===== config.mk =====
export PLATFORM = sky130hd
export DESIGN_NAME = dec_buffer
export DESIGN_NICKNAME = d
export VERILOG_FILES = /design/src/rtl/dec_buffer.sv
export SDC_FILE = /design/constraint.sdc
export NUM_CORES = 1
export LEC_CHECK = 0
export BUFFER_PORTS_ARGS = -buffer_cell sky130_fd_sc_hd__buf_4
export CORE_ASPECT_RATIO = 0.6
export CORE_UTILIZATION = 41
export DETAILED_ROUTE_END_ITERATION = 10
export GPL_TIMING_DRIVEN = 0
export HOLD_SLACK_MARGIN = 0.08
export PLACE_DENSITY = 0.65
export SYNTH_ARGS = -nofsm -noshare
export SYNTH_HDL_FRONTEND = slang
export SYNTH_SLANG_ARGS = --single-unit

===== constraint.sdc =====
create_clock -name clk -period 4.87 [get_ports clk]
set_input_delay 0.2435 -clock clk [delete_from_list [all_inputs] [get_ports clk]]
set_output_delay 0.2435 -clock clk [all_outputs]
set_load 0.02 [all_outputs]

===== src/rtl/dec_buffer.sv =====
// Ping-pong frame assembler: collects BEATS input beats into one wide codeword frame,
// flags framing errors, and presents whole frames to the decoder with valid/ready.
module dec_buffer #(
    parameter int SYM_NUM   = 4,
    parameter int SYM_WIDTH = 8,
    parameter int BEATS     = 4
) (
    input  logic                                 clk,
    input  logic                                 rst_n,
    input  logic                                 in_valid,
    output logic                                 in_ready,
    input  logic [SYM_NUM*SYM_WIDTH-1:0]         in_data,
    input  logic                                 in_last,
    output logic                                 out_valid,
    input  logic                                 out_ready,
    output logic [BEATS*SYM_NUM*SYM_WIDTH-1:0]   out_data,
    output logic                                 out_err
);

    localparam int BW = SYM_NUM * SYM_WIDTH;
    localparam int CW = (BEATS > 2) ? $clog2(BEATS) : 1;

    logic [BW-1:0] r_slot [2][BEATS];
    logic [1:0]    r_full;
    logic [1:0]    r_err;
    logic          r_wr_bank;
    logic          r_rd_bank;
    logic [CW-1:0] r_cnt;

    logic w_accept;
    logic w_last_beat;
    logic w_close;
    logic w_err;
    logic w_drain;

    assign in_ready    = !r_full[r_wr_bank];
    assign w_accept    = in_valid && in_ready;
    assign w_last_beat = (r_cnt == CW'(BEATS - 1));
    assign w_close     = w_accept && (w_last_beat || in_last);
    // Early close and missing last are the two cases where in_last disagrees with the count.
    assign w_err       = in_last ^ w_last_beat;
    assign w_drain     = out_valid && out_ready;

    assign out_valid = r_full[r_rd_bank];
    assign out_err   = r_err[r_rd_bank];

    // Slot k holds beat k; the oldest beat lands in the most significant symbols.
    for (genvar gi = 0; gi < BEATS; gi++) begin : g_out
        assign out_data[(BEATS-1-gi)*BW +: BW] = r_slot[r_rd_bank][gi];
    end

    always_ff @(posedge clk or negedge rst_n) begin
        if (!rst_n) begin
            for (int b = 0; b < 2; b++) begin
                for (int s = 0; s < BEATS; s++) begin
                    r_slot[b][s] <= '0;
                end
            end
        end else if (w_accept) begin
            // The first beat also wipes stale data so an early close leaves zeros behind.
            for (int s = 0; s < BEATS; s++) begin
                if (r_cnt == CW'(s)) begin
                    r_slot[r_wr_bank][s] <= in_data;
                end else if (r_cnt == '0) begin
                    r_slot[r_wr_bank][s] <= '0;
                end
            end
        end
    end

    always_ff @(posedge clk or negedge rst_n) begin
        if (!rst_n) begin
            r_full    <= '0;
            r_err     <= '0;
            r_wr_bank <= 1'b0;
            r_rd_bank <= 1'b0;
            r_cnt     <= '0;
        end else begin
            if (w_accept) begin
                r_cnt <= w_close ? '0 : r_cnt + CW'(1);
            end
            // A close always targets the bank that is not full, so it cannot collide with a drain.
            if (w_close) begin
                r_full[r_wr_bank] <= 1'b1;
                r_err[r_wr_bank]  <= w_err;
                r_wr_bank         <= !r_wr_bank;
            end
            if (w_drain) begin
                r_full[r_rd_bank] <= 1'b0;
                r_rd_bank         <= !r_rd_bank;
            end
        end
    end

endmodule

---- Yosys cells after proc, flatten, opt, wreduce, memory -nomap -nowiden ----
Index checks and enable logic that the tools add are counted.
cells by class
  add/subtract/negate cells ............... 1
  order comparisons ....................... 7
  equal/unequal tests ..................... 3
  multiplexer cells ....................... 39
  bitwise operators ....................... 12
  reduce and logical (&&, ||, !) cells .... 11
operators with widths
  operator               number
  $mux W256              10
  $bwmux W256            4
  $and A256 B256 Y256    3
  $not A256 Y256         3
  $demux W128 S1         4
  $mux W128              4
  $mux W96               1
  $mux W64               1
  $mux W32               1
  $mux W1                8
  $logic_and A1 B1 Y1    6
  $mux W2                3
  $eq A2 B2 Y1 const B   2
  $ge A2 B2 Y1 const B   2
  $lt A1 B2 Y1 const B   2
  $not A1 Y2             2
  $logic_not A1 Y1       3
  $add A2 B1 Y2 const B  1
  $and A2 B2 Y2          1
  $bwmux W2              1
  $demux W1 S1           2
  $eq A2 B1 Y1 const B   1
  $ge A1 B1 Y1 const B   2
  $logic_not A2 Y1       1
  5 further kinds        5
storage, ports and cells
  register bits ........................... 264
  input port bits ......................... 37
  output and inout port bits .............. 131
  logic and storage cells ................. 86

---- Longest topological paths before layout ----
Gate-level depths: netlist (run 1).
  depth after elaboration ................. 19
  mapped depth ............................ 7
  depth with buffers taken out ............ 6

---- Least setup slack after synthesis (run 1) ----
No wires, ideal clock.
  kind .................................... register -> register
  start point ............................. register r_cnt[0]
  end point ............................... register r_slot[225] (netlist bit)
  arrival time ............................ 1.501 ns
  data required time ...................... 4.745 ns
  setup slack ............................. 3.244 ns
  cell stages (with the launch flop) ...... 7
  path buffers ............................ 2
  clock period less this slack ............ 1.626 ns
  cells stage by stage .................... dfrtp_1 > inv_1 > ha_1 > and4bb_4 > buf_12 > buf_12 > mux2_4
between the ends
  longest elaborated chain between the ends .. 14
RTL lines
  what                            line    RTL
  start: declaration              28      logic [CW-1:0] r_cnt;
  start signal: assignment        80      r_cnt <= w_close ? '0 : r_cnt + CW'(1);
  $logic_not A2 Y1                62, 64
  $mux W256                       62      if (r_cnt == CW'(s)) begin
  $mux W256                       59      end else if (w_accept) begin
  $and A256 B256 Y256 (no line)   n/a
  $mux W256                       64      end else if (r_cnt == '0) begin
  $mux W256                       62
  $mux W256                       59
  $and A256 B256 Y256 (no line)   n/a
  $mux W256                       64
  $mux W256                       62
  $mux W256                       59
  $and A256 B256 Y256 (no line)   n/a
  $mux W256                       64
  $mux W256 *                     62
  end signal: indexed assignment  63      r_slot[r_wr_bank][s] <= in_data;
  end: declaration                23      logic [BW-1:0] r_slot [2][BEATS];
Every way passes the cells marked *; elsewhere a longest branch is shown, timed or not. The select of a mux whose other input is x is not followed.
A chain may end at the register's enable or synchronous reset.

---- Final worst setup path (run 1) ----
  start point ............................. register r_rd_bank
  end point ............................... output out_data[100]
between the ends
  longest elaborated chain between the ends .. 4
RTL lines
  what                              line  RTL
  start: declaration                27    logic r_rd_bank;
  start signal: assignment          90    r_rd_bank <= !r_rd_bank;
  $not A1 Y2 (implied by the code)  49    assign out_data[(BEATS-1-gi)*BW +: BW] = r_slot[r_rd_bank][gi];
  $mux W128 (3 in a row)            n/a
  end: declaration                  16    output logic [BEATS*SYM_NUM*SYM_WIDTH-1:0] out_data,
Every way passes these cells. The select of a mux whose other input is x is not followed.

==> results of run 1 <==
[metrics by stage]
stage	hold slack (ns)	area [um^2]
after global routing	0.0911	14100
after CTS	0.0811	14100
final	0.0970	14100
after detailed placement	0.277	13100
after global placement	0.453	13100
after floorplan	-0.0521	11600
[routing by layer]
metal / part of all wire, % / vias up / routed length (um)
met5: 0 / - / 0
met4: 1.8 / 0 / 586
met3: 4.7 / 40 / 1500
met2: 41 / 212 / 13000
met1: 53 / 4065 / 16700
li1: - / 3469 / -
[worst max-delay path, cell delays in order (launching register included)]
cell and delay, ns:
dfrtp_1 0.32, clkbuf_1 0.32, buf_2 0.43, buf_2 0.43, mux2_2 0.40, buf_4 0.16
[final cells by class]
class,instances,area [um^2]
multi-input cells,489,4370
inverters,4,15.0
clock buffers,36,748
well taps,367,459
flip-flops and latches,264,6610
plain buffers,103,618
fillers,2350,13600
clock inverters,9,134
repair buffers,146,1170
[synth_stat cells (all sizes together)]
library cell | n | area share [%]
dfrtp | 264 | 57
buf | 66 | 4.1
a21o | 2 | 0.14
a22o | 192 | 14
inv | 4 | 0.13
nor3b | 1 | 0.065
and4bb | 3 | 0.36
a31oi | 1 | 0.054
nor4bb | 2 | 0.17
ha | 5 | 0.54
nor2b | 1 | 0.054
nand4b | 1 | 0.075
clkbuf | 37 | 1.2
and4b | 4 | 0.34
nand2 | 100 | 3.2
a21oi | 1 | 0.043
mux2i | 3 | 0.26
nand2b | 1 | 0.054
nor2 | 8 | 0.87
mux2 | 164 | 17
[worst paths after layout]
| path | startpoint | end | slack, ns | cells past startpoint |
|---|---|---|---|---|
| max | r_rd_bank | out_data[100] | 2.00 | 5 |
| min | in_data[22] | r_slot[118] | 0.1 | 3 |
| max reg2reg | r_cnt[0] | r_slot[122] | 2.85 | 6 |
| min reg2reg | r_slot[110] | r_slot[110] | 0.47 | 2 |
| max in group asynchronous | rst_n | r_slot[204] | 3.64 | 3 |
| min in group asynchronous | rst_n | r_slot[246] | 0.27 | 2 |
[flip-flops by register name, indices dropped and copies added (netlist names)]
| register | count |
|---|---|
| r_cnt | 2 |
| r_err | 2 |
| r_full | 2 |
| r_rd_bank | 1 |
| r_slot | 256 |
| r_wr_bank | 1 |
[power by group]
group | switching (uW) | internal [uW]
Sequential | 478 | 3060
Clock | 883 | 1230
Combinational | 2420 | 2270
[logic make-up (layout without fill, tap and decap cells)]
kind of cell	count (synthesis)	count (layout)
adder cells (fa/ha/maj)	5	5
AND/OR/NAND/NOR	121	121
buffers and inverters	107	298
multiplexers	167	167
AO/OA/AOI/OAI	196	196
flip-flops	264	264
[timing repair]
action,4_1_cts,5_1_grt
resized for setup,0,0
endpoints found under the hold margin,91,0
hold buffers,9,0
==> impl_metrics.env, run 1 <==
export IMPL_clk_pin_slew_ns=0.06
export IMPL_worstSkewPairLatency_ns=0.55
export IMPL_rows=47
export IMPL_synth_compound_gate_area_share_pct=14.7
export IMPL_layout_common_cells="264 x dfrtp_1, 192 x a22o_1, 144 x buf_4"
export IMPL_grt_busiest_layer="met1"
export IMPL_dr_pass1_iters=4
export IMPL_worstMarginPinSlew_ns=0.659
export IMPL_worstPathArrival_ns=2.62
export IMPL_slew_headroom_pct=56.1
export IMPL_fmax_mhz=349
export IMPL_cp_end_kind="primary output"
export IMPL_final_cells=1418
export IMPL_timing_final_ws_setup_ns=2.00
export IMPL_met1_usage_pct=36.9
export IMPL_portBuffers=135
export IMPL_grt_overflow_total=0
export IMPL_critPathMaxFanout=10
export IMPL_syn_inst=860
export IMPL_crit_required_ns=4.63
export IMPL_hold_class="input pin to flip-flop"
export IMPL_die_area_mm2=0.0290
export IMPL_synth_simple_area_share_pct=5.23
export IMPL_fin_skew_ns=0.0226
export IMPL_grtUsageTotal_pct=22.1
export IMPL_h_tree_depth=1
export IMPL_core_mm2=0.0277
export IMPL_setup_violations=0
export IMPL_grtUsageMet3_pct=3.18
export IMPL_cts_buffers=26
export IMPL_tns_ns=0
export IMPL_ioPinCount=168
export IMPL_grt_first_pass_wirelength_um=48800
export IMPL_avgViaCountPerCell=5.49
export IMPL_grt_pass1_vias=7836
export IMPL_drv_cap=0
export IMPL_place_inst=1364
export IMPL_grt_max_degree=107
export IMPL_syn_area_per_cell_um2=13.5
export IMPL_ys_ff_latch=264
export IMPL_critPathLaunchType="flip-flop"
export IMPL_leakage_uw=0.00713
export IMPL_grt_antenna_before_repair=0
export IMPL_wl_per_cell_um=22.4
export IMPL_start_util_pct=41.9
export IMPL_power_density_mw_per_mm2=733
export IMPL_rsz0062_at_grt="false"
export IMPL_syn_nets=902
export IMPL_die_y_um=132
export IMPL_via_count=7786
export IMPL_cts_setup_buffers=0
export IMPL_cts_buffer_depth=3
export IMPL_drc_errors=0
export IMPL_syn_area_mm2=0.0116
export IMPL_clock_sinks=264
export IMPL_synth_xor_area_share_pct=0
export IMPL_layout_nets=1076
export IMPL_synth_top_family_by_area="multiplexers"
export IMPL_finalMaxSlewViolations=0
export IMPL_ant_nets=0
export IMPL_drt_iter0_markers=518
export IMPL_vdd_drop_max_v=0.000365
export IMPL_fin_crit_ns=2.87
export IMPL_path_class="flip-flop to primary output"
export IMPL_pre_cts_ws_ns=2.61
export IMPL_layout_drive_gt1_share_pct=39.9
export IMPL_cts_root_buf="clkbuf_16"
export IMPL_cts_tree="done"
export IMPL_antenna_cells=0
export IMPL_dieWidth_um=219
export IMPL_utilization_pct=51.0
export IMPL_synth_fa_ha_area_share_pct=0.539
export IMPL_synth_seq_area_share_pct=56.9
export IMPL_grtUsageMet2_pct=29.8
export IMPL_gp_congestion=0.801
export IMPL_final_common_cell="dfrtp_1"
export IMPL_period_share_pct=58.8
export IMPL_area_growth_syn_to_layout_pct=21.6
export IMPL_drt_wl_total_um=31800
export IMPL_hpwl_um=21500
export IMPL_hold_viol=0
export IMPL_yosysUniqueCellTypes=29
export IMPL_power_uw=10300
export IMPL_yosys_warnings=0
export IMPL_status="complete, no violations"
export IMPL_synthMuxAreaShare_pct=17.1
No activity file was read; power rests on OpenSTA's default activity.
==> run 2, diff against run 1 <==
Settings changed: PLACE_DENSITY 0.65 to 0.68.
Clock period 4.87 ns to 2.55 ns, I/O delays scaled along.
==> impl_metrics.env, run 2 (synthesis gave the netlist of run 1 again) <==
export IMPL_status="complete, no violations"
export IMPL_largest_reg_flops=256
export IMPL_drv_cap=0
export IMPL_clock_sinks=264
export IMPL_drt_wl_total_um=32200
export IMPL_crit_buf_inv=3
export IMPL_hold_viol=0
export IMPL_rr_startpoint="r_cnt[0]"
export IMPL_cts_buffer_depth=3
export IMPL_drc_errors=0
export IMPL_setup_violations=0
export IMPL_power_density_mw_per_mm2=1390
export IMPL_wl_per_cell_um=22.2
export IMPL_grtUsageTotal_pct=22.5
export IMPL_cts_buffers=26
export IMPL_worstPathArrival_ns=2.23
export IMPL_cpMostUsedCell="buf_4"
export IMPL_ioPinCount=168
export IMPL_met3_length_um=1720
export IMPL_grt_pass1_vias=8079
export IMPL_internal_power_uw=13000
export IMPL_area_growth_syn_to_layout_pct=25.1
export IMPL_final_common_cell="dfrtp_1"
export IMPL_cp_cell_sequence="buf_4 -> clkbuf_4 -> mux2_2 -> buf_4"
export IMPL_crit_path_max_incr_delay_ns=0.50
export IMPL_cp_startpoint="r_rd_bank"
export IMPL_layout_drive_gt1_share_pct=39.4
export IMPL_pwr_share_comb_pct=44.7
export IMPL_core_mm2=0.0277
export IMPL_final_cells=1447
export IMPL_hold_ws_ns=0.142
export IMPL_rsz0062_at_grt="false"
export IMPL_wl_met1_um=16900
export IMPL_period_share_pct=92.3
export IMPL_leakage_uw=0.00731
export IMPL_timing_final_ws_setup_ns=0.196
export IMPL_fin_skew_ns=0.0113
export IMPL_critPathLaunchType="flip-flop"
export IMPL_regMostFlops="r_slot"
export IMPL_r2r_cells=6
export IMPL_ant_nets=0
export IMPL_via_count=7972
export IMPL_worstMarginPinSlew_ns=0.649
export IMPL_layout_common_cells="264 x dfrtp_1, 192 x a22o_1, 147 x buf_4"
export IMPL_dieWidth_um=219
export IMPL_swShare_pct=35.9
export IMPL_hold_class="input pin to async pin"
export IMPL_worstSkewPairLatency_ns=0.54
export IMPL_hpwl_um=21300
export IMPL_power_frac_seq_pct=33.4
export IMPL_finalMaxSlewViolations=0
export IMPL_fill_cells=2355
export IMPL_tns_ns=0
export IMPL_fin_crit_ns=2.35
export IMPL_cts_root_buf="clkbuf_16"
export IMPL_p_sw_uw=7270
export IMPL_routed_top_layer="met4"
export IMPL_critPathMaxFanout=10
export IMPL_die_y_um=132
export IMPL_cp_depth=4
export IMPL_critical_path_top_delay_family="buffers and inverters"
export IMPL_wl_met2_um=13000
export IMPL_antenna_cells=0
export IMPL_fmax_mhz=425
export IMPL_path_class="flip-flop to primary output"
export IMPL_utilization_pct=52.4
export IMPL_p_clk_share_pct=21.9
export IMPL_layout_nets=1102
export IMPL_pre_cts_ws_ns=0.429
export IMPL_clk_pin_slew_ns=0.07
export IMPL_rows=47
export IMPL_drt_iter0_markers=472
export IMPL_grt_max_degree=123
export IMPL_grt_first_pass_wirelength_um=50000
export IMPL_slew_headroom_pct=56.7
export IMPL_cp_end_kind="primary output"
export IMPL_crit_required_ns=2.42
export IMPL_dr_pass1_iters=5
export IMPL_portBuffers=135
export IMPL_gp_congestion=0.798
export IMPL_vdd_drop_max_v=0.000701
export IMPL_grt_antenna_before_repair=0
export IMPL_avgViaCountPerCell=5.51
export IMPL_critPathSlowestCell="dfrtp_1"
export IMPL_h_tree_depth=1
export IMPL_grt_overflow_total=0
export IMPL_start_util_pct=41.9
export IMPL_die_area_mm2=0.0290
export IMPL_cts_tree="done"
export IMPL_place_inst=1364
==> run 2: per-layer routing <==
layer	global-route usage, %	vias up
met2	30.1	257
met5	0	-
met1	37.5	4155
met3	3.85	47
met4	4.32	0
li1	-	3513
==> run 2: worst paths after layout <==
kind	slack (ns)	to
setup / recovery	0.20	out_data[83]
hold / removal	0.14	r_slot[245]
setup reg to reg	0.56	r_slot[123]
hold reg to reg	0.48	r_slot[113]
max in group asynchronous	1.78	r_slot[234]
min in group clk	0.14	r_cnt[0]
==> run 2: layout make-up <==
cell class / count / area (um^2) / share of cell area, %
tap: 367 / 459 / 3.16
inverter: 4 / 15.0 / 0.103
clock inverter: 12 / 223 / 1.53
sequential: 264 / 6610 / 45.5
timing repair buffer: 173 / 1450 / 9.96
clock buffer: 36 / 779 / 5.37
multi-input combinational: 489 / 4370 / 30.1
buffer: 102 / 629 / 4.33
==> run 2: power groups by stage <==
stage	Sequential, uW	Combinational [uW]	Clock [uW]
2_1_floorplan	6480	5980	0
3_3_place_gp	6710	8890	0
3_5_place_dp	6730	9000	0
4_1_cts	6710	9110	4520
5_1_grt	6950	9620	4700
6_report	6770	9050	4440
==> run 2: tightest hold or removal path, cell delays in order <==
cell           delay, ns
dlygate4sd3_1       0.56
buf_8               0.15
buf_12              0.19
==> run 2: timing repair <==
action / 4_1_cts / 5_1_grt
hold buffers: 36 / 0
gates resized for setup: 3 / 3
hold endpoints to repair: 320 / 0
cloned: 0 / 0
buffers inserted: 0 / 0
endpoints found under the setup margin: 57 / 36
==> run 2: metrics by stage <==
stage                     total power, uW  cell area (um^2)
after CTS                           20300             14500
after global routing                21300             14500
after global placement              15600             13100
after floorplan                     12500             11600
final                               20300             14500
after detailed placement            15700             13100
